### config.mk
export PLATFORM = sky130hd
export DESIGN_NAME = alu_muldiv_iter
export DESIGN_NICKNAME = d
export VERILOG_FILES = /design/src/rtl/alu_muldiv_iter.sv
export SDC_FILE = /design/constraint.sdc
export NUM_CORES = 1
export LEC_CHECK = 0
export CORE_MARGIN = 2
export CORE_UTILIZATION = 50
export CTS_BUF_LIST = sky130_fd_sc_hd__clkbuf_8 sky130_fd_sc_hd__clkbuf_16
export DETAILED_ROUTE_END_ITERATION = 8
export PLACE_DENSITY = 0.7
export SYNTH_ARGS = -nofsm -noshare
export SYNTH_HDL_FRONTEND = slang
export SYNTH_SLANG_ARGS = --single-unit
### constraint.sdc
create_clock -name clk_i -period 4.45 [get_ports clk_i]
set_input_delay 0.89 -clock clk_i [delete_from_list [all_inputs] [get_ports clk_i]]
set_output_delay 0.89 -clock clk_i [all_outputs]
set_load 0.005 [all_outputs]
### src/rtl/alu_muldiv_iter.sv
`default_nettype none
// ============================================================================
// alu_muldiv_iter : iterative RV32M multiply/divide unit, one bit per cycle.
// Option ALU_MULDIV_EARLY_OUT_EN : multiply exits once the multiplier is spent.
// Rev 1.0
// ============================================================================
module alu_muldiv_iter #(
   parameter int width_p          = 32,
   parameter int reg_addr_width_p = 5
) (
   input  logic                        clk_i,
   input  logic                        reset_n_i,
   input  logic                        v_i,
   output logic                        ready_o,
   input  logic [2:0]                  op_i,
   input  logic [width_p-1:0]          rs1_i,
   input  logic [width_p-1:0]          rs2_i,
   input  logic [reg_addr_width_p-1:0] rd_i,
   output logic                        v_o,
   output logic [width_p-1:0]          result_o,
   output logic [reg_addr_width_p-1:0] rd_o,
   input  logic                        yumi_i
);

   localparam int CNT_W = $clog2(width_p + 1);

   typedef enum logic [1:0] {
      IDLE = 2'd0,
      CALC = 2'd1,
      FIX  = 2'd2,
      DONE = 2'd3
   } state_e;

   state_e                        state_q;
   logic                          ready_q;
   logic                          v_q;
   logic [width_p-1:0]            result_q;
   logic [reg_addr_width_p-1:0]   rd_q;
   logic [2:0]                    op_q;
   logic                          neg_q;
   logic [CNT_W-1:0]              cnt_q;
   logic [2*width_p-1:0]          acc_q;
   logic [2*width_p-1:0]          mcand_q;
   // Multiplier while multiplying; dividend shifting out / quotient shifting in while dividing.
   logic [width_p-1:0]            mplier_q;
   logic [width_p-1:0]            divisor_q;
   logic [width_p-1:0]            prem_q;

   logic                          rs1_signed_d;
   logic                          rs2_signed_d;
   logic                          sign1_d;
   logic                          sign2_d;
   logic                          neg_d;
   logic [width_p-1:0]            mag1_d;
   logic [width_p-1:0]            mag2_d;

   always_comb begin
      rs1_signed_d = op_i[2] ? ~op_i[0] : (op_i[1:0] == 2'b01 || op_i[1:0] == 2'b10);
      rs2_signed_d = op_i[2] ? ~op_i[0] : (op_i[1:0] == 2'b01);
      sign1_d      = rs1_signed_d & rs1_i[width_p-1];
      sign2_d      = rs2_signed_d & rs2_i[width_p-1];
      mag1_d       = sign1_d ? -rs1_i : rs1_i;
      mag2_d       = sign2_d ? -rs2_i : rs2_i;
      // REM/REMU take the dividend sign; everything else the product/quotient sign.
      neg_d        = (op_i[2] & op_i[1]) ? sign1_d : (sign1_d ^ sign2_d);
   end

   logic [2*width_p-1:0]          acc_d;
   logic [width_p:0]              trial_d;
   logic [width_p:0]              diff_d;
   logic [width_p-1:0]            prem_d;
   logic [width_p-1:0]            quot_d;
   logic                          calc_last_d;

   always_comb begin
      acc_d   = mplier_q[0] ? (acc_q + mcand_q) : acc_q;
      trial_d = {prem_q, mplier_q[width_p-1]};
      // Borrow out of the width_p+1 bit subtraction means the trial is below the divisor.
      diff_d  = trial_d - {1'b0, divisor_q};
      prem_d  = diff_d[width_p] ? trial_d[width_p-1:0] : diff_d[width_p-1:0];
      quot_d  = {mplier_q[width_p-2:0], ~diff_d[width_p]};
      calc_last_d = (cnt_q == CNT_W'(1));
`ifdef ALU_MULDIV_EARLY_OUT_EN
      if (!op_q[2] && (mplier_q[width_p-1:1] == '0)) begin
         calc_last_d = 1'b1;
      end
`endif
   end

   logic [2*width_p-1:0]          prod_d;
   logic [width_p-1:0]            quot_fix_d;
   logic [width_p-1:0]            rem_fix_d;
   logic [width_p-1:0]            result_d;

   always_comb begin
      prod_d     = neg_q ? -acc_q : acc_q;
      quot_fix_d = neg_q ? -mplier_q : mplier_q;
      rem_fix_d  = neg_q ? -prem_q : prem_q;
      case (op_q)
         3'b000:                 result_d = prod_d[width_p-1:0];
         3'b001, 3'b010, 3'b011: result_d = prod_d[2*width_p-1:width_p];
         3'b100, 3'b101:         result_d = quot_fix_d;
         default:                result_d = rem_fix_d;
      endcase
   end

   always_ff @(posedge clk_i or negedge reset_n_i) begin
      if (!reset_n_i) begin
         state_q   <= IDLE;
         ready_q   <= 1'b0;
         v_q       <= 1'b0;
         result_q  <= '0;
         rd_q      <= '0;
         op_q      <= '0;
         neg_q     <= 1'b0;
         cnt_q     <= '0;
         acc_q     <= '0;
         mcand_q   <= '0;
         mplier_q  <= '0;
         divisor_q <= '0;
         prem_q    <= '0;
      end else begin
         case (state_q)
            IDLE: begin
               ready_q <= 1'b1;
               if (v_i && ready_q) begin
                  ready_q   <= 1'b0;
                  op_q      <= op_i;
                  rd_q      <= rd_i;
                  neg_q     <= neg_d;
                  cnt_q     <= CNT_W'(width_p);
                  acc_q     <= '0;
                  prem_q    <= '0;
                  mcand_q   <= {{width_p{1'b0}}, mag1_d};
                  mplier_q  <= op_i[2] ? mag1_d : mag2_d;
                  divisor_q <= mag2_d;
                  if (op_i[2] && (rs2_i == '0)) begin
                     result_q <= op_i[1] ? rs1_i : '1;
                     v_q      <= 1'b1;
                     state_q  <= DONE;
                  end else begin
                     state_q  <= CALC;
                  end
               end
            end
            CALC: begin
               cnt_q <= cnt_q - CNT_W'(1);
               if (op_q[2]) begin
                  prem_q   <= prem_d;
                  mplier_q <= quot_d;
               end else begin
                  acc_q    <= acc_d;
                  mcand_q  <= mcand_q << 1;
                  mplier_q <= mplier_q >> 1;
               end
               if (calc_last_d) begin
                  state_q <= FIX;
               end
            end
            FIX: begin
               result_q <= result_d;
               v_q      <= 1'b1;
               state_q  <= DONE;
            end
            DONE: begin
               if (yumi_i) begin
                  v_q     <= 1'b0;
                  ready_q <= 1'b1;
                  state_q <= IDLE;
               end
            end
            default: begin
               state_q <= IDLE;
            end
         endcase
      end
   end

   assign ready_o  = ready_q;
   assign v_o      = v_q;
   assign result_o = result_q;
   assign rd_o     = rd_q;

   yumi_only_when_valid : assert property (@(posedge clk_i) disable iff (!reset_n_i) yumi_i |-> v_q);

endmodule
`default_nettype wire

-- After elaboration in Yosys (flattened, before gate mapping)
Cells that the tools add are included.
- bits in registers: 275
- input bits: 76
- word-level logic and storage cells: 108
- output and inout port bits: 39
- bitwise logic cells: 6
- reductions and logical operators: 21
- add/subtract/negate cells: 8
- mux-type cells: 42
- equal/unequal tests: 18
- operator list (kind ; count):
    two-way mux 32 bit ; 13
    two-way mux 64 bit ; 6
    case mux 64 bit (2 select lines) ; 2
    case mux 32 bit (2 select lines) ; 3
    negation 32 bit ; 4
    case mux 32 bit (3 select lines) ; 1
    adder 64 bit ; 1
    negation 64 bit ; 1
    subtractor 33 x 32 -> 33 bit ; 1
    logical NOT 32 bit ; 1
    != test 2 bit, second input constant ; 7
    case mux 6 bit (2 select lines) ; 1
    AND reduction 3 bit ; 4
    two-way mux 1 bit ; 8
    two-way mux 2 bit ; 4
    case mux 2 bit (4 select lines) ; 1
    AND reduction 4 bit ; 2
    == test 2 bit, second input constant ; 3
    == test 3 x 2 -> 1 bit, second input constant ; 2
    == test 3 bit, second input constant ; 2
    == test 6 x 1 -> 1 bit, second input constant ; 1
    two-way mux 6 bit ; 1
    AND reduction 2 bit ; 3
    nonzero test 2 bit ; 3
    other kinds (15) ; 20

-- Depth between registers and ports, before layout
- depth in word-level cells: 8
- mapped depth: 15
- depth with buffers taken out: 14

-- Worst setup path before layout
No wires, ideal clock.
- kind: input port to flip-flop
- start: in rs2_i[6]
- end: reg result_q[18] (netlist: result_o[18])
- path slack: 0.510 ns
- arrival: 3.822 ns
- buffers on the path: 2
- setup time: 0.118 ns
- cell stages on the path: 11
- cell sequence: or4_1 nor4_1 and3_1 nand2_1 or4_1 or4_1 nor2_1 a21oi_1 clkbuf_1 clkbuf_1 a21o_1
- longest elaborated chain between the ends: 4
- ends and longest elaborated chain (what ; RTL line ; text):
    start: declaration ; 17 ; input logic [width_p-1:0] rs2_i,
    logical NOT 32 bit ; 137 ; if (op_i[2] && (rs2_i == '0)) begin
    logical AND 1 bit ; 137 ;
    != test 2 bit (no source line) ; - ;
    AND reduction 3 bit (no source line) ; - ;
    end signal: assignment ; 138 ; result_q <= op_i[1] ? rs1_i : '1;
    end signal: assignment ; 161 ; result_q <= result_d;
    end: declaration ; 37 ; logic [width_p-1:0] result_q;
Every way passes these cells.
A chain may end at the register's enable or synchronous reset.

-- Final worst setup path
- start: reg prem_q[10]
- end: reg result_q[31] (netlist: result_o[31])
- longest elaborated chain between the ends: 4
- ends and longest elaborated chain (what ; RTL line ; text):
    start: declaration ; 47 ; logic [width_p-1:0] prem_q;
    start signal: assignment ; 149 ; prem_q <= prem_d;
    negation 32 bit ; 98 ; rem_fix_d = neg_q ? -prem_q : prem_q;
    two-way mux 32 bit ; 98 ;
    case mux 32 bit (3 select lines) ; 99 ; case (op_q)
    case mux 32 bit (2 select lines) ; 123 ; case (state_q)
Every way passes these cells.

==> reports/results.tsv <==
stage	metric	value	unit
run	maxcap violations	0	
global_route	first-pass GRT wire length	118000	um
synthesis	Syn Nets	2927	
timing	Final Setup Violations	0	
clock_tree	postcts setup bufs	0	
detailed_routing	via count	21500	
synthesis	Yosys Warn Count	0	
critical_path	CP top delay family	simple AND/OR/NAND/NOR gates	
synthesis	sequential-to-total area share from yosys stat	31.4	%
critical_path	critical path's largest stage delay	0.57	ns
power	Leakage Power	11.2	nW
power	worst vdd ir	0.000366	V
critical_path	CP dominant cell by count	or4_4	
timing	final clock skew	0.0157	ns
power	Net Sw Frac	49.5	%
critical_path	CP arrival	4.52	ns
die	die height	213	um
place	Place WS	-0.0876	ns
die	Initial Util	50.7	%
global_route	grt ovf	0	
detailed_routing	DR WL/cell	22.6	um
global_route	largest net degree at the start of global routing	112	
clock_tree	Root Driver	clkbuf_16	
clock_tree	Skew-Pair Late Insertion Delay	0.55	ns
synthesis	Avg Synthesized Cell Area	7.99	um2
detailed_routing	residual DRC count	0	
critical_path	WP buf/inv	0	
timing	Final WS setup	0.351	ns
synthesis	async set-or-reset flop fraction in the synthesized netlist	100	%
timing	Worst-Margin Slew	1.11	ns
power	P_int	9.26	mW
critical_path	critical path endpoint category	flop	
critical_path	Critical Path RT	4.87	ns
power	pwr dens	729	mW/mm2
finish	Sequential cell area	0.00689	mm2
synthesis	Synth area leader	dfrtp_1	
detailed_routing	first-pass detailed-route iteration total	6	
clock_tree	# hold bufs at CTS	0	
clock_tree	maximum clock insertion buffer count	3	
clock_tree	clock sinks	275	
clock_tree	# H-tree levels	2	
global_route	antenna violations before repair	2	
status	status	finished, final reports clean	
die	die area	0.0455	mm2
global_route	vias in the first global route	20300	
timing	final hold vios	0	
power	Comb power frac	59.1	%
synthesis	top-count cell post-synth	nand2_1	
finish	share of cells above drive strength 1	7.34	%
synthesis	Synth top area share	31.4	%
global_route	All-Layer GR Usage	34.0	%
timing	Rel. slew slack	25.6	%
synthesis	Synth Register Bits	275	
hold_path	Worst Hold Class	in -> async	
die	die extent in x	213	um
synthesis	Netlist cell types	78	
clock_tree	CTS tree	built	
power	sequential power share	23.9	%
synthesis	Mapped Cells	2742	
timing	hold slack	0.392	ns
place	dpl hpwl	58800	um
clock_tree	Worst-path clk slew	0.06	ns
synthesis	prevailing post-synth register cell	dfrtp_1	
critical_path	crit-path cells	or4_4, or3_4, or4_4, or3_4, or4_1, or4_4, o31ai_2, xor2_1, o2111ai_1, o21ai_0, o21ai_1	
timing	crit path time final	4.10	ns
synthesis	Post-synth EDFFs	0	
detailed_routing	DR iter-0 viols	2276	
timing	f_max	0.244	GHz
power	NetSw	9.08	mW
timing	RSZ-0062 raised after global routing	false	
finish	final net count	2991	
power	total chip power	18.3	mW
place	GPL Wtd Cong	0.955	
critical_path	kind of critical path	reg -> reg	
power	Clk pwr share	16.9	%
clock_tree	Resized cells post-CTS	0	
synthesis	synth top area cells	dfrtp_1, o21ai_0, ha_1, a21oi_1, nand2_1	
die	IO Pins	115	
synthesis	Synth Cell Area	0.0219	mm2
finish	area occupied by multi-input gates	0.0142	mm2
place	IO Port Bufs	114	
critical_path	Crit Path Max Fanout	6	
critical_path	crit path launch type	flop	
synthesis	Commonest cells post-synth	nand2_1, o21ai_0, dfrtp_1, a21oi_1, nor2_1	
finish	number of fill cells	3978	
detailed_routing	Post-Route WL	77100	um
die	core area	0.0432	mm2
critical_path	slowest stage cell, crit path	or4_4	
die	Cell Rows	76	
detailed_routing	Vias/cell	6.30	
detailed_routing	number of nets still failing antenna checks after routing	0	
timing	Final Cycle Share	92.1	%
finish	area grow syn2layout	14.9	%
timing	Slew Viols, Final	0	
clock_tree	CTS buffer count	36	
==> per-stage QoR <==
step | TNS, ns | instance area (um2) | util [%] | instances
final | 0 | 25200 | 58.3 | 3418
after global routing | 0 | 25200 | 58.3 | 3417
after CTS | 0 | 25200 | 58.3 | 3417
after detailed placement | -0.407 | 23900 | 55.4 | 3353
after global placement | -0.698 | 23900 | 55.4 | 3353
after floorplan | 0 | 21900 | - | 2742
==> registers in the layout (all words and copies together), names as in the netlist, 3 cells and up <==
register	cells
cnt_q	6
op_q	3
prem_q	32
result_o	32
rd_o	5
mplier_q	32
acc_q	64
mcand_q	64
divisor_q	32
==> layout by cell type, fill, tap and decap left out, types with 37 or more instances in the layout <==
cell type	synthesis	routed
dfrtp_1	275	273
mux2i_1	42	42
nor2_1	235	234
o31ai_1	46	46
a22o_1	38	38
a21o_1	75	75
xnor2_1	133	133
ha_1	107	106
inv_1	87	92
clkdlybuf4s50_1	0	112
a21oi_1	260	259
nor3_1	42	42
xor2_1	132	131
clkbuf_16	0	37
buf_4	0	68
nand3_1	40	38
nand2_1	330	330
o21ai_0	297	296
==> cells by family (layout without fill, tap and decap cells) <==
group / Yosys count / count (layout) / synth area share [%]
muxes: 73 / 73 / 3.56
AOI/OAI and AO/OA: 940 / 940 / 26.6
buffers and inverters: 251 / 341 / 4.31
adders and majority gates: 109 / 109 / 6.30
xor gates and xnor gates: 265 / 265 / 10.6
and+or+nand+nor: 829 / 829 / 17.2
DFF: 275 / 275 / 31.4
other: 0 / 1 / 0
==> cell type report <==
cell class              count  share of cell area, %
inverters                  88                   1.31
clock inverters            17                  0.761
diodes                      1                0.00994
clock buffers              47                   4.23
flip-flops and latches    275                   27.4
multi-input cells        2216                   56.3
repair buffers            189                   7.12
well taps                 585                   2.91
==> worst paths after layout <==
kind                       slack (ns)          from       endpoint  depth (start not counted)
min in group clk_i               0.48  result_o[13]   result_o[13]                          2
max reg2reg                      0.35    prem_q[10]   result_o[31]                         11
min                              0.39     reset_n_i        rd_o[0]                          1
max in group asynchronous        2.98     reset_n_i  divisor_q[22]                          2
min reg2reg                      0.48  result_o[13]   result_o[13]                          2
max                              0.35    prem_q[10]   result_o[31]                         11
==> power groups by stage <==
| stage | logic (mW) | clock network (mW) | registers, mW |
|---|---|---|---|
| after global routing | 11.8 | 3.25 | 4.48 |
| after floorplan | 7.35 | 0 | 3.94 |
| after global placement | 10.4 | 0 | 4.35 |
| after detailed placement | 10.6 | 0 | 4.38 |
| after CTS | 10.7 | 3.14 | 4.36 |
| final | 10.8 | 3.11 | 4.39 |
==> routing by layer <==
metal	routed length (um)	GRT usage [%]
met5	0	0
met4	3320	13.6
met3	6350	5.28
met2	33800	52.8
met1	33700	47.4
No activity file was read; power rests on OpenSTA's default activity.
